### src/rtl/parity_check_stream_if.sv
// Link-side word stream into the parity checker: 23-bit word, qualify strobe, end-of-event flag.
// No backpressure: the master drives one word per valid cycle and the slave must take it.
interface parity_check_stream_if;
    logic [22:0] data;
    logic        valid;
    logic        eoe;

    modport master (output data, valid, eoe);
    modport slave  (input  data, valid, eoe);
endinterface

### src/rtl/parity_check_stream.sv
// Per-event running-parity checker; reports 1 cycle after the trailer, err_count/sticky_err 1 cycle after the report.
// No backpressure (every valid word is consumed); `PARITY_CHK_ODD_EN selects odd parity, default even.
module parity_check_stream #(
    parameter int MAX_WORDS = 1024,
    parameter int CNT_W     = 16
) (
    input  logic                  clock,
    input  logic                  reset,
    parity_check_stream_if.slave  link,
    input  logic                  clear_cnt,
    output logic                  event_done,
    output logic                  parity_err,
    output logic                  length_err,
    output logic                  sticky_err,
    output logic [CNT_W-1:0]      err_count,
    output logic                  busy
);
    localparam int WC_W = $clog2(MAX_WORDS + 1);

`ifdef PARITY_CHK_ODD_EN
    localparam logic PAR_BIAS = 1'b1;
`else
    localparam logic PAR_BIAS = 1'b0;
`endif

    typedef enum logic [1:0] {IDLE, ACCUM, OVFL} state_t;

    state_t            state, state_nxt;
    logic              acc, acc_nxt;
    logic [WC_W-1:0]   word_cnt, word_cnt_nxt;
    logic              done_nxt, perr_nxt, lerr_nxt;
    logic              payload, trailer, at_max, err_hit;

    assign payload = link.valid & ~link.eoe;
    assign trailer = link.valid &  link.eoe;
    assign at_max  = (word_cnt == WC_W'(MAX_WORDS));
    assign busy    = (state != IDLE);
    assign err_hit = parity_err | length_err;

    always_ff @(posedge clock) begin
        if (reset) state <= IDLE;
        else       state <= state_nxt;
    end

    always_comb begin
        state_nxt = state;
        if (trailer) begin
            state_nxt = IDLE;
        end else if (payload) begin
            case (state)
                IDLE:    state_nxt = ACCUM;
                ACCUM:   state_nxt = at_max ? OVFL : ACCUM;
                OVFL:    state_nxt = OVFL;
                default: state_nxt = IDLE;
            endcase
        end
    end

    // The word that trips overflow is discarded too, so acc/word_cnt only move while staying below OVFL.
    always_comb begin
        acc_nxt      = acc;
        word_cnt_nxt = word_cnt;
        done_nxt     = 1'b0;
        perr_nxt     = 1'b0;
        lerr_nxt     = 1'b0;
        if (trailer) begin
            done_nxt     = 1'b1;
            lerr_nxt     = (state == OVFL);
            perr_nxt     = (state != OVFL) && ((acc ^ PAR_BIAS) != link.data[0]);
            acc_nxt      = 1'b0;
            word_cnt_nxt = '0;
        end else if (payload && state_nxt != OVFL) begin
            acc_nxt      = acc ^ (^link.data);
            word_cnt_nxt = word_cnt + 1'b1;
        end
    end

    always_ff @(posedge clock) begin
        if (reset) begin
            acc        <= 1'b0;
            word_cnt   <= '0;
            event_done <= 1'b0;
            parity_err <= 1'b0;
            length_err <= 1'b0;
        end else begin
            acc        <= acc_nxt;
            word_cnt   <= word_cnt_nxt;
            event_done <= done_nxt;
            parity_err <= perr_nxt;
            length_err <= lerr_nxt;
        end
    end

    // A clear landing on a report cycle keeps that report's error.
    always_ff @(posedge clock) begin
        if (reset) begin
            err_count  <= '0;
            sticky_err <= 1'b0;
        end else if (clear_cnt) begin
            err_count  <= err_hit ? CNT_W'(1) : '0;
            sticky_err <= err_hit;
        end else if (err_hit) begin
            sticky_err <= 1'b1;
            if (err_count != {CNT_W{1'b1}})
                err_count <= err_count + 1'b1;
        end
    end
endmodule

### src/flat_wrapper.sv
// flat-port wrapper written by rule: the top's interface ports become plain ports
module parity_check_stream_flat 
#(
    parameter int MAX_WORDS = 1024,
    parameter int CNT_W     = 16
)
  (clock, reset, clear_cnt, event_done, parity_err, length_err, sticky_err, err_count, busy, link_data, link_valid, link_eoe);
  parity_check_stream_if link_i ();
  input  logic clock;
  input  logic reset;
  input  logic clear_cnt;
  output logic event_done;
  output logic parity_err;
  output logic length_err;
  output logic sticky_err;
  output logic [CNT_W-1:0] err_count;
  output logic busy;
  input wire logic [$bits(link_i.data)-1:0] link_data;
  input wire logic [$bits(link_i.valid)-1:0] link_valid;
  input wire logic [$bits(link_i.eoe)-1:0] link_eoe;
  assign link_i.data = link_data;
  assign link_i.valid = link_valid;
  assign link_i.eoe = link_eoe;
  parity_check_stream #(.MAX_WORDS(MAX_WORDS), .CNT_W(CNT_W)) u_core (.clock(clock), .reset(reset), .link(link_i), .clear_cnt(clear_cnt), .event_done(event_done), .parity_err(parity_err), .length_err(length_err), .sticky_err(sticky_err), .err_count(err_count), .busy(busy));
endmodule
### config.mk
export PLATFORM = sky130hd
export DESIGN_NAME = parity_check_stream_flat
export DESIGN_NICKNAME = d
export VERILOG_FILES = /design/src/rtl/parity_check_stream_if.sv /design/src/rtl/parity_check_stream.sv /design/src/flat_wrapper.sv
export SDC_FILE = /design/constraint.sdc
export NUM_CORES = 1
export LEC_CHECK = 0
export BUFFER_PORTS_ARGS = -buffer_cell sky130_fd_sc_hd__buf_4
export CORE_MARGIN = 5
export CORE_UTILIZATION = 50
export CTS_BUF_LIST = sky130_fd_sc_hd__clkbuf_8
export DETAILED_ROUTE_END_ITERATION = 16
export PLACE_DENSITY = 0.86
export SYNTH_ARGS = -nofsm -noshare
export SYNTH_HDL_FRONTEND = slang
export SYNTH_SLANG_ARGS = --single-unit
### constraint.sdc
create_clock -name clock -period 2.9 [get_ports clock]
set_clock_uncertainty 0.15 [all_clocks]
set_input_delay 0.58 -clock clock [delete_from_list [all_inputs] [get_ports clock]]
set_output_delay 0.58 -clock clock [all_outputs]
set_load 0.05 [all_outputs]
==> results_dict.tcl <==
set metrics [dict create \
    critPathLaunchType "register" \
    status "finished, final reports clean" \
    dp_hpwl_mm 2.784 \
    r2r-start "u_core.err_count[6]$_SDFFE_PP0P_" \
    place_congestion 0.7444 \
    rows 21 \
    p_leak_nw 0.8832 \
    fin_crit_ns 2.041 \
    holdPathStages 2 \
    yosysSeqAreaShare_pct 39.02 \
    cts_tree "yes" \
    ys.flop_type "dfxtp_1" \
    fin_ws_ns 0.8587 \
    synth_top_family_by_area "simple AND/OR/NAND/NOR gates" \
    critPathCaptureType "register" \
    drtPass1Iterations 4 \
    grt_pass1_vias 1550 \
    coreArea_um2 3363 \
    yosysMostFrequentCell "dfxtp_1" \
    reg2regPathDepth 6 \
    synth_top_area_share_pct 39.02 \
    maxSlewViolCount 0 \
    globalRouteTotalUtil_pct 16.78 \
    setup_tns_ns 0 \
    yosysUniqueCellTypes 36 \
    synth_fp_nets 231 \
    dieArea_um2 4769 \
    min_from "u_core.sticky_err$_SDFFE_PP0P_" \
    synth_fa_ha_area_share_pct 2.152 \
    portBuffers 48 \
    place_area_um2 2146 \
    syn_inst 200 \
    post-place-cells 290 \
    relSlewSlack_pct 65.64 \
    synth-simple-area-share_pct 25.18 \
    maxCapViolCount 0 \
    antenna_found_initial 0 \
    synthTopCellsByCount "dfxtp_1 (34), nor2_1 (31), xnor2_1 (25), xor2_1 (16), nand4_1 (10)" \
    cp-startpoint "u_core.err_count[6]$_SDFFE_PP0P_" \
    synth_xor_area_share_pct 22.81 \
    p_per_area_nw_per_um2 487.4 \
    rsz0062_at_grt "no" \
    cts_max_level 2 \
    clk_path_buf_depth 2 \
    wl_mm 3.755 \
    ys_ff_latch 34 \
    grt_start_max_net_pins 16 \
    dieWidth_um 69.06 \
    drt_iter0_drc 93 \
    synth-edff-count 0 \
    crit_type "reg -> reg" \
    design_area_um2 2258 \
    syn_avg_cell_area_um2 8.721 \
    synth_area_leaders "dfxtp_1 (39%), xnor2_1 (13%), xor2_1 (8.0%)" \
    clk_pin_slew_worst_paths_ns 0.07 \
    synth_compound_area_share_pct 7.030 \
    tightest_slew_ns 0.5153 \
    critPathMaxFanout 7 \
    ir_worst_vdd_mv 0.4012 \
    cp.required_ns 2.93 \
    muxShareOfSynthArea_pct 1.148 \
    area_growth_pct 29.48 \
    fmax_mhz 489.9 \
    drtAntennaViolNets 0 \
    async_reset_ff_share_pct 0 \
    yosys_warnings 0 \
    totalPowerFinal_mw 1.101 \
    die_h_um 69.06 \
    nets 282 \
    grt_overflow 0 \
    clk_latency_ns 0.29 \
    drc_errors 0 \
    drive_above_1_share_pct 23.90 \
    cts_hold_buf 0 \
    post-synth-top-area-cell "dfxtp_1" \
    grt_pass1_wl_mm 6.644 \
    cts_sinks 34 \
    cts_resized 0 \
    stdcell_count 297 \
    cp_data_arrival_time_ns 2.07 \
    cts_root_buf "clkbuf_8" \
    wl_per_cell_um 12.64 \
    finalCritPeriodShare_pct 70.39 \
    hold_viol_final 0 \
    via_per_inst 5.205 \
    hp-class "reg -> reg" \
    post_cts_buffers 0 \
    dp_slack_ns 0.6491 \
    syn_area_um2 1744 \
    antenna_cells 0 \
    finalSetupViolCount 0 \
    io_pins 49 \
    cts_inserted_buffers 5 \
    initial_core_util_pct 51.86 \
    num_vias 1546 \
]
placed cells by master (no fill, tap or decap), drive strengths merged, types with 2 or more instances in the layout:
cell    synthesis  layout
buf             1      48
dfxtp          34      34
nor2           31      31
xnor2          26      26
xor2           16      16
nand4          10      10
nand2           9       9
inv             8       8
nand3           7       7
a21oi           7       7
nor3            7       7
clkbuf          3       6
or2             4       4
and3            4       4
o21ai           3       3
nand2b          3       3
ha              3       3
and2            2       2
mux2i           2       2
o41ai           2       2
nor2b           2       2
nor3b           2       2
or3             2       2
critical path: stages, from the launching register on:
cell and delay [ns]:
dfxtp_1 0.44, and4_1 0.26, nand4_1 0.25, o2111ai_1 0.51
nor2_1 0.10, xnor2_1 0.16, nor2_1 0.06
stage by stage:
step	util (%)	hold WS, ns
floorplan	-	0.3007
global route	67.15	0.3537
detailed placement	63.80	0.3188
finish	67.15	0.3251
CTS	67.15	0.3290
global placement	63.80	0.3123
worst paths after layout:
check	to	slack (ns)
min reg2reg	u_core.sticky_err$_SDFFE_PP0P_	0.33
max reg2reg	u_core.err_count[8]$_SDFFE_PP0P_	0.86
min	u_core.sticky_err$_SDFFE_PP0P_	0.33
max	u_core.err_count[8]$_SDFFE_PP0P_	0.86
cells by family (layout without fill, tap and decap cells):
family | after synthesis | in the layout
DFF | 34 | 34
buffers and inverters | 12 | 63
xor gates and xnor gates | 43 | 43
muxes | 2 | 2
adders and majority gates | 3 | 3
and+or+nand+nor | 87 | 87
AOI/OAI and AO/OA | 19 | 19
flip-flops by register name, indices dropped and copies added (netlist names):
| register | cells |
|---|---|
| u_core.sticky_err | 1 |
| u_core.err_count | 16 |
| u_core.event_done | 1 |
| u_core.state | 2 |
| u_core.parity_err | 1 |
| u_core.acc | 1 |
| u_core.word_cnt | 11 |
| u_core.length_err | 1 |
per-layer routing:
| metal | global-route usage [%] | wire length, um | vias to the layer above |
|---|---|---|---|
| met5 | 0 | 0 | - |
| met4 | 7.809 | 57 | 0 |
| met3 | 6.250 | 282 | 5 |
| met2 | 29.03 | 1874 | 48 |
| met1 | 17.96 | 1539 | 710 |
| li1 | - | - | 783 |
final cells by class:
cell class                      instances  area (um^2)
Clock inverter                          1        30.03
Timing Repair Buffer                   48        360.3
Clock buffer                            6        82.58
Inverter                                8        30.03
Multi-Input combinational cell        154         1017
Tap cell                               46        57.56
Fill cell                             287         1105
Sequential cell                        34        680.7
power breakdown:
part           switching, mW  total (mW)  internal, mW
logic                 0.0741       0.173        0.0989
registers            0.00760       0.482         0.474
clock network          0.171       0.446         0.275
Power figures use the tool's default switching activity.
